File: config.mk
export PLATFORM = sky130hd
export DESIGN_NAME = spi_slave_ram_if
export DESIGN_NICKNAME = d
export VERILOG_FILES = /design/src/rtl/spi_pkg.sv /design/src/rtl/spi_shift_out.sv /design/src/rtl/spi_slave_ram_if.sv
export SDC_FILE = /design/constraint.sdc
export NUM_CORES = 1
export LEC_CHECK = 0
export ABC_CLOCK_PERIOD_IN_PS = 2000
export CORE_MARGIN = 5
export CORE_UTILIZATION = 45
export CTS_CLUSTER_DIAMETER = 30
export DETAILED_ROUTE_END_ITERATION = 8
export DONT_BUFFER_PORTS = 1
export HOLD_SLACK_MARGIN = 0.08
export SYNTH_ARGS = -nofsm -noshare
export SYNTH_HDL_FRONTEND = slang
export SYNTH_SLANG_ARGS = --single-unit
File: constraint.sdc
create_clock -name clk -period 2 [get_ports clk]
set_input_delay 0.3 -clock clk [delete_from_list [all_inputs] [get_ports clk]]
set_output_delay 0.3 -clock clk [all_outputs]
set_load 0.01 [all_outputs]
File: src/rtl/spi_pkg.sv
// Shared types and constants for the SPI slave front end of the single-port RAM.
package spi_pkg;

    typedef enum logic [2:0] {
        IDLE,
        CHK_CMD,
        WRITE,
        READ_ADD,
        READ_DATA
    } spi_state_e;

    // Opcode carried in the top two bits of the command word.
    localparam logic [1:0] OP_WR_ADDR = 2'b00;
    localparam logic [1:0] OP_WR_DATA = 2'b01;
    localparam logic [1:0] OP_RD_ADDR = 2'b10;
    localparam logic [1:0] OP_RD_DATA = 2'b11;

endpackage

File: src/rtl/spi_shift_out.sv
// Parallel-load, MSB-first serializer for MISO. Output is 0 whenever idle;
// done goes high once the last bit has been shifted out and stays high until
// the next load or clear.
module spi_shift_out #(
    parameter int unsigned WIDTH = 8
) (
    input  logic             clk,
    input  logic             rst_n,
    input  logic             clr,
    input  logic             load,
    input  logic [WIDTH-1:0] data,
    output logic             miso,
    output logic             done
);

    localparam int unsigned IdxW = (WIDTH > 1) ? $clog2(WIDTH) : 1;

    logic [WIDTH-1:0] sreg_q;
    logic [IdxW-1:0]  idx_q;
    logic             busy_q;
    logic             done_q;

    // Load, then shift left one bit per cycle until the LSB has been presented.
    always_ff @(posedge clk or negedge rst_n) begin
        if (!rst_n) begin
            sreg_q <= '0;
            idx_q  <= '0;
            busy_q <= 1'b0;
            done_q <= 1'b0;
        end else if (clr) begin
            sreg_q <= '0;
            idx_q  <= '0;
            busy_q <= 1'b0;
            done_q <= 1'b0;
        end else if (load) begin
            sreg_q <= data;
            idx_q  <= IdxW'(WIDTH - 1);
            busy_q <= 1'b1;
            done_q <= 1'b0;
        end else if (busy_q) begin
            if (idx_q == '0) begin
                busy_q <= 1'b0;
                done_q <= 1'b1;
            end else begin
                sreg_q <= sreg_q << 1;
                idx_q  <= idx_q - 1'b1;
            end
        end
    end

    assign miso = busy_q & sreg_q[WIDTH-1];
    assign done = done_q;

endmodule

File: src/rtl/spi_slave_ram_if.sv
// SPI slave front end for the single-port RAM: deserializes MOSI frames into
// rx_data/rx_valid command words and serializes the RAM read reply on MISO.
// Optional feature macro: SPI_FRAME_ERR_EN adds the frame_err abort pulse.
module spi_slave_ram_if
    import spi_pkg::*;
#(
    parameter int unsigned ADDR_SIZE = 8
) (
    input  logic                 clk,
    input  logic                 rst_n,
    input  logic                 MOSI,
    input  logic                 SS_n,
    output logic                 MISO,
    output logic [ADDR_SIZE+1:0] rx_data,
    output logic                 rx_valid,
    input  logic [ADDR_SIZE-1:0] tx_data,
    input  logic                 tx_valid
`ifdef SPI_FRAME_ERR_EN
    ,
    output logic                 frame_err
`endif
);

    localparam int unsigned WordW = ADDR_SIZE + 2;
    localparam int unsigned CntW  = $clog2(WordW + 1);
    localparam logic [CntW-1:0] CntLast = CntW'(WordW - 1);
    localparam logic [CntW-1:0] CntFull = CntW'(WordW);

    spi_state_e       state_q, state_d;
    logic [CntW-1:0]  cnt_q;
    logic [WordW-1:0] shift_q;
    logic [WordW-1:0] rx_data_q;
    logic             rx_valid_q;
    logic             rd_addr_seen_q;
    logic             reply_taken_q;
    logic             in_frame;
    logic             capture;
    logic             last_bit;
    logic             tx_load;
    logic             tx_done;

    assign in_frame = (state_q == WRITE) || (state_q == READ_ADD) || (state_q == READ_DATA);
    // Bits are taken in CHK_CMD (bit 9) and in the data states until the word is full.
    assign capture  = !SS_n && ((state_q == CHK_CMD) || (in_frame && (cnt_q != CntFull)));
    assign last_bit = capture && in_frame && (cnt_q == CntLast);
    // Only the first tx_valid after a completed read-data frame is accepted.
    assign tx_load  = !SS_n && (state_q == READ_DATA) && (cnt_q == CntFull) && !reply_taken_q
                      && tx_valid;

    // State register.
    always_ff @(posedge clk or negedge rst_n) begin
        if (!rst_n) begin
            state_q <= IDLE;
        end else begin
            state_q <= state_d;
        end
    end

    // Next-state: SS_n high aborts to IDLE from anywhere; the command bit picks the path.
    always_comb begin
        state_d = state_q;
        if (SS_n) begin
            state_d = IDLE;
        end else begin
            unique case (state_q)
                IDLE:    state_d = CHK_CMD;
                CHK_CMD: begin
                    if (!MOSI) begin
                        state_d = WRITE;
                    end else if (rd_addr_seen_q) begin
                        state_d = READ_DATA;
                    end else begin
                        state_d = READ_ADD;
                    end
                end
                default: state_d = state_q;
            endcase
        end
    end

    // Frame capture, command word output and read-address tracking.
    always_ff @(posedge clk or negedge rst_n) begin
        if (!rst_n) begin
            cnt_q          <= '0;
            shift_q        <= '0;
            rx_data_q      <= '0;
            rx_valid_q     <= 1'b0;
            rd_addr_seen_q <= 1'b0;
            reply_taken_q  <= 1'b0;
        end else begin
            rx_valid_q <= 1'b0;
            if (SS_n) begin
                cnt_q         <= '0;
                reply_taken_q <= 1'b0;
            end else begin
                if (capture) begin
                    shift_q <= {shift_q[WordW-2:0], MOSI};
                    cnt_q   <= cnt_q + 1'b1;
                end
                if (last_bit) begin
                    rx_data_q  <= {shift_q[WordW-2:0], MOSI};
                    rx_valid_q <= 1'b1;
                    if (state_q == READ_ADD) begin
                        rd_addr_seen_q <= 1'b1;
                    end else if (state_q == READ_DATA) begin
                        rd_addr_seen_q <= 1'b0;
                    end
                end
                if (tx_load) begin
                    reply_taken_q <= 1'b1;
                end
            end
        end
    end

    spi_shift_out #(
        .WIDTH(ADDR_SIZE)
    ) u_shift_out (
        .clk  (clk),
        .rst_n(rst_n),
        .clr  (SS_n),
        .load (tx_load),
        .data (tx_data),
        .miso (MISO),
        .done (tx_done)
    );

    assign rx_data  = rx_data_q;
    assign rx_valid = rx_valid_q;

`ifdef SPI_FRAME_ERR_EN
    logic frame_err_q;
    logic abort_err;

    // Abort is an error with a partial word or with the read reply not fully sent.
    assign abort_err = SS_n && (((cnt_q != '0) && (cnt_q != CntFull)) ||
                                ((state_q == READ_DATA) && (cnt_q == CntFull) && !tx_done));

    // One-cycle pulse; the FSM is back in IDLE with a clear counter the next cycle.
    always_ff @(posedge clk or negedge rst_n) begin
        if (!rst_n) begin
            frame_err_q <= 1'b0;
        end else begin
            frame_err_q <= abort_err;
        end
    end

    assign frame_err = frame_err_q;
`else
    logic unused_tx_done;
    assign unused_tx_done = tx_done;
`endif

endmodule

==> impl_metrics.ini, run 1 <==
[detailed_routing]
via_count = 1188
wire_per_inst_um = 15.3
finalWirelength_um = 3380
drt_pass1_iterations = 4
vias_per_cell = 5.38
drtIter0Drc = 68
drc = 0
ant_nets = 0

[outcome]
status = complete, no violations

[power_and_ir_drop]
power.leakage_nw = 1.02
p_switching_uw = 638
power_density_nw_per_um2 = 1050
swShare_pct = 28.3
power_frac_comb_pct = 22.0
pwr-share-seq_pct = 47.5
intPower_mw = 1.62
clkPwrFrac_pct = 30.5
ir_drop_uv = 570

[global_routing]
globalRouteMet1Util_pct = 18.2
grtUsageTotal_pct = 14.2
met3_usage_pct = 4.01
grt_max_degree = 42
grt_most_used_layer = met2
antenna_found_initial = 0
grt_pass1_wl_um = 5980
globalRouteMet2Util_pct = 22.6
grt_pass1_vias = 1320
grt_overflow_total = 0

[sta]
relSlewSlack_pct = 59.1
finClkSkew_ns = 0.00353
tns_ns = 0
fin_crit_sh_pct = 94.1
finalHoldViolCount = 0
tightest_slew_ns = 0.611
slew_violations = 0
max_freq_mhz = 531
min_period_ns = 1.88
whs_ns = 0.123
rsz0062_at_grt = false
setup_viol = 0

[setup_path]
endpoint_kind = flip-flop
worstSetupStartpointType = flip-flop
critical_path_arrival_ns = 2.06
crit_required_ns = 2.17
path_class = flip-flop to flip-flop
worstPathMaxFanout = 9

[synthesis]
synth_seq_area_share_pct = 54.1
synthesis.nets = 179
synthTopCellsByCount = dfrtp_1 (41), mux2_2 (19), nor2_1 (12), inv_1 (10), nand2_1 (9)
yosys.area.top_type = dfrtp_1
synth_top_area_share_pct = 54.1
synth-main-ff-cell = dfrtp_1
synth_area_leaders = dfrtp_1 (54%), mux2_2 (11%), mux2i_1 (4.2%), ha_1 (3.3%), a211oi_1 (3.2%)
synth-seq-cells = 41
async_reset_ff_share_pct = 100
synth_cell_types = 35
ys_warn_count = 0
syn_area_um2 = 1900
synthCells = 161
avgSynthCellArea_um2 = 11.8
synth.most_common_cell = dfrtp_1
synth_edf_count = 0

[floorplan]
fp-row-count = 23
die_y_um = 74.9
die_area_um2 = 5620
io_pins = 25
core_um2 = 4060
fp.dieW_um = 74.9
start_util_pct = 46.8

[clocking]
clk_path_buf_depth = 2
numCtsBuffers = 5
clk_latency_ns = 0.29
clock-sinks = 41
cts_tree = done
cts_max_level = 2
clkTransAtPathRegs_ns = 0.08
cts-root-buf = clkbuf_8
cts_resized = 0

[min_path]
min_path_type = input pin to flip-flop

[place]
io_buffers = 0
globalplace.congestion = 0.797
dp_hpwl_um = 2350

[layout]
area_growth_pct = 12.6
diodes = 0
utilization_pct = 52.7
fin_nets = 188
layout-drive-gt1-share_pct = 22.2

[flow_run]
cap_violations = 0
## state kept, by name, summed over array words and instances, names as in the netlist
name,flops
shift_q,9
rx_valid,1
reply_taken_q,1
u_shift_out.sreg_q,8
rd_addr_seen_q,1
state_q,3
rx_data,10
cnt_q,4
u_shift_out.idx_q,3
u_shift_out.busy_q,1
## routing by layer
metal / up-vias / share of wire (%) / routed length [µm]
met4: 0 / 1.4 / 48
met2: 16 / 49 / 1660
met1: 582 / 46 / 1570
li1: 584 / - / -
met5: - / 0 / 0
met3: 6 / 3.2 / 107
## logic make-up after synthesis
logic type                 count (synthesis)  synth area share, %
and+or+nand+nor                           42                 11.5
muxes                                     28                 16.1
DFF                                       41                 54.1
xor gates and xnor gates                   1                0.462
AOI/OAI and AO/OA                         27                 11.1
buffers and inverters                     17                 3.49
adders and majority gates                  5                 3.30
## area by class of cell
cell class | count | area (µm²)
Inverter | 10 | 37.5
Tap cell | 50 | 62.6
Multi-Input combinational cell | 103 | 806
Clock inverter | 2 | 37.5
Fill cell | 352 | 1920
Clock buffer | 6 | 82.6
Sequential cell | 41 | 1030
Timing Repair Buffer | 9 | 85.1
## what timing repair did
item                                   4_1_cts  5_1_grt
buffers inserted                             0        0
hold buffers                                 3        0
endpoints found under the hold margin       57        0
## placed cells by master (no fill, tap or decap), drive strengths merged, types with 2 or more instances in the layout
master / instances
clkbuf: 6
buf: 7
dfrtp: 41
nor3b: 3
nor2b: 2
inv: 10
mux2: 20
o21ai: 4
nor3: 5
nand3: 2
nand2b: 2
a211oi: 8
ha: 5
mux2i: 8
nor2: 12
nand2: 9
dlygate4sd3: 2
a21oi: 8
## path summary, 6_finish.rpt
| path | startpoint | to | slack (ns) | depth (start not counted) |
|---|---|---|---|---|
| max | cnt_q[0]$_DFFE_PN0P_ | shift_q[8]$_DFFE_PN0P_ | 0.12 | 5 |
| min | SS_n | reply_taken_q$_DFFE_PN0P_ | 0.12 | 1 |
| max reg2reg | cnt_q[0]$_DFFE_PN0P_ | shift_q[8]$_DFFE_PN0P_ | 0.12 | 5 |
| min reg2reg | shift_q[8]$_DFFE_PN0P_ | rx_data[9]$_DFFE_PN0P_ | 0.53 | 1 |
| max in group asynchronous | rst_n | shift_q[1]$_DFFE_PN0P_ | 1.33 | 2 |
| min in group asynchronous | rst_n | u_shift_out.idx_q[2]$_DFFE_PN0P_ | 0.48 | 2 |
## power groups by stage
stage / Combinational (mW) / Clock (mW) / Sequential [mW]
detailed placement: 0.464 / 0 / 1.09
global route: 0.551 / 0.755 / 1.09
CTS: 0.500 / 0.710 / 1.07
global placement: 0.440 / 0 / 1.09
floorplan: 0.366 / 0 / 1.07
finish: 0.495 / 0.687 / 1.07
## worst max-delay path: stages, from the launching register on
cell and delay [ns]:
dfrtp_1 0.41, inv_1 0.11, ha_1 0.26, a32o_2 0.31, a21oi_4 0.30, mux2_2 0.38
## metrics by stage
| stage | power [mW] | cell area (µm²) | instances | setup slack (ns) |
|---|---|---|---|---|
| floorplan | 1.43 | 1900 | 161 | 0.157 |
| global placement | 1.53 | 1980 | 210 | 0.164 |
| detailed placement | 1.56 | 1980 | 210 | 0.127 |
| CTS | 2.28 | 2140 | 221 | 0.127 |
| global route | 2.40 | 2140 | 221 | 0.0229 |
| finish | 2.25 | 2140 | 221 | 0.118 |
No activity file was read; power rests on OpenSTA's default activity.
==> run 2: changes to the inputs <==
==> constraint.sdc (replaced) <==
create_clock -name clk -period 2 [get_ports clk]
set_input_delay 0.6 -clock clk [delete_from_list [all_inputs] [get_ports clk]]
set_output_delay 0.6 -clock clk [all_outputs]
set_load 0.01 [all_outputs]
==> impl_metrics.ini, run 2 (same netlist as run 1, synthesis figures left out) <==
[floorplan]
start_util_pct = 46.8
die_area_um2 = 5620
io_pins = 25
fp.dieW_um = 74.9
die_y_um = 74.9
core_um2 = 4060
fp-row-count = 23

[clocking]
clk_path_buf_depth = 2
cts_tree = done
cts-root-buf = clkbuf_8
numCtsBuffers = 5
postCtsSetupRepairBufs = 0
clk_latency_ns = 0.29
clkTransAtPathRegs_ns = 0.08
cts_max_level = 2
clock-sinks = 41

[detailed_routing]
vias_per_cell = 5.39
via_count = 1174
drt_pass1_iterations = 4
ant_nets = 0
finalWirelength_um = 3280
drc = 0
drtIter0Drc = 94
wire_per_inst_um = 15.1

[global_routing]
grt_pass1_wl_um = 5750
grt_max_degree = 42
antenna_found_initial = 0
grt_overflow_total = 0
grt_pass1_vias = 1203
grtUsageTotal_pct = 13.6

[sta]
setup_viol = 0
slew_violations = 0
finClkSkew_ns = 0.00683
tns_ns = 0
finalHoldViolCount = 0
max_freq_mhz = 520
fin_crit_sh_pct = 96.2
whs_ns = 0.143
min_period_ns = 1.92
relSlewSlack_pct = 70.9
rsz0062_at_grt = false
tightest_slew_ns = 0.436

[setup_path]
worst-path-buf-inv = 0
critPathSlowestCell = or3b_1
worstSetupStartpointType = flip-flop
slowest_delay_ns = 0.42
path_class = flip-flop to flip-flop
worstPathMaxFanout = 9
critical_path_arrival_ns = 2.10
path_cells = or3b_1 > a32o_2 > a21oi_4 > mux2_2
endpoint_kind = flip-flop
crit_required_ns = 2.17
crit_family = compound AO/OA/AOI/OAI gates

[flow_run]
cap_violations = 0

[power_and_ir_drop]
ir_drop_uv = 444
power.leakage_nw = 0.997
power_density_nw_per_um2 = 997

[outcome]
status = complete, no violations

[layout]
mostFrequentLayoutCell = dfrtp_1
fin_nets = 185
diodes = 0
area_growth_pct = 9.49
layout-drive-gt1-share_pct = 22.6
area.sequential_um2 = 1030
layout_common_cells = dfrtp_1 (41), mux2_2 (19), nor2_1 (12), inv_1 (10)
multi_input_area_um2 = 808
final_area_um2 = 2080
n_fill_cell = 363
largest_register_ffs = 10

[place]
io_buffers = 0
globalplace.congestion = 0.862
dpl_cell_area_um2 = 1970
dp_hpwl_um = 2350

[min_path]
min_path_type = input pin to async pin
[run 2: changes by cell type in the layout (fill, tap and decap cells not counted)]
cell / delta
dlygate4sd3_1: -2
nand2_1: -1
clkbuf_8: -1
buf_4: -1
clkinv_2: +2
nand2_2: +1
bufinv_16: -1
[run 2: stage by stage]
step | util [%] | std cells | power, mW | worst slack, ns
finish | 51.2 | 218 | 2.07 | 0.0766
global route | 51.2 | 218 | 2.21 | 0.00439
CTS | 51.2 | 218 | 2.10 | 0.0588
detailed placement | 48.5 | 209 | 1.55 | 0.0780
global placement | 48.5 | 209 | 1.52 | 0.117
floorplan | - | 161 | 1.43 | 0.136
[run 2: path summary, 6_finish.rpt]
check                           cells after the start                           endpoint  slack (ns)                   start
worst max-delay path                                4             shift_q[1]$_DFFE_PN0P_        0.08  state_q[1]$_DFFE_PN0P_
worst min-delay path                                1  u_shift_out.sreg_q[6]$_DFFE_PN0P_        0.14                   rst_n
worst max register to register                      4             shift_q[1]$_DFFE_PN0P_        0.08  state_q[1]$_DFFE_PN0P_
worst min register to register                      1             rx_data[9]$_DFFE_PN0P_        0.51  shift_q[8]$_DFFE_PN0P_
max in group asynchronous                           1             rx_data[0]$_DFFE_PN0P_        1.66                   rst_n
min in group clk                                    1  u_shift_out.sreg_q[6]$_DFFE_PN0P_        0.37                    SS_n
[run 2: cell type report]
type	instances	share of cell area [%]
Tap cell	50	3.01
Clock inverter	3	0.843
Multi-Input combinational cell	103	38.9
Clock buffer	5	3.31
Timing Repair Buffer	6	2.77
Sequential cell	41	49.4
Inverter	10	1.81
[run 2: worst reg2reg max path, stage by stage (launching register included)]
cell and delay, ns:
dfrtp_1 0.38, or3b_1 0.42, a32o_2 0.30, a21oi_4 0.33, mux2_2 0.38
[run 2: routing by layer]
layer	GRT usage, %	part of all wire (%)
met5	0	0
met4	4.74	1.5
met3	4.94	4.9
met2	20.5	48
met1	18.1	45
[run 2: power breakdown]
part	leakage (nW)	switching [mW]	total [mW]	internal [mW]
registers	0.546	0.105	1.07	0.969
logic	0.407	0.239	0.476	0.237
clock network	0.0439	0.281	0.521	0.241
[run 2: repair_timing]
item,CTS,global route
gates resized for setup,0,1
endpoints found under the setup margin,0,10
hold endpoints to repair,41,0
hold buffers,1,0
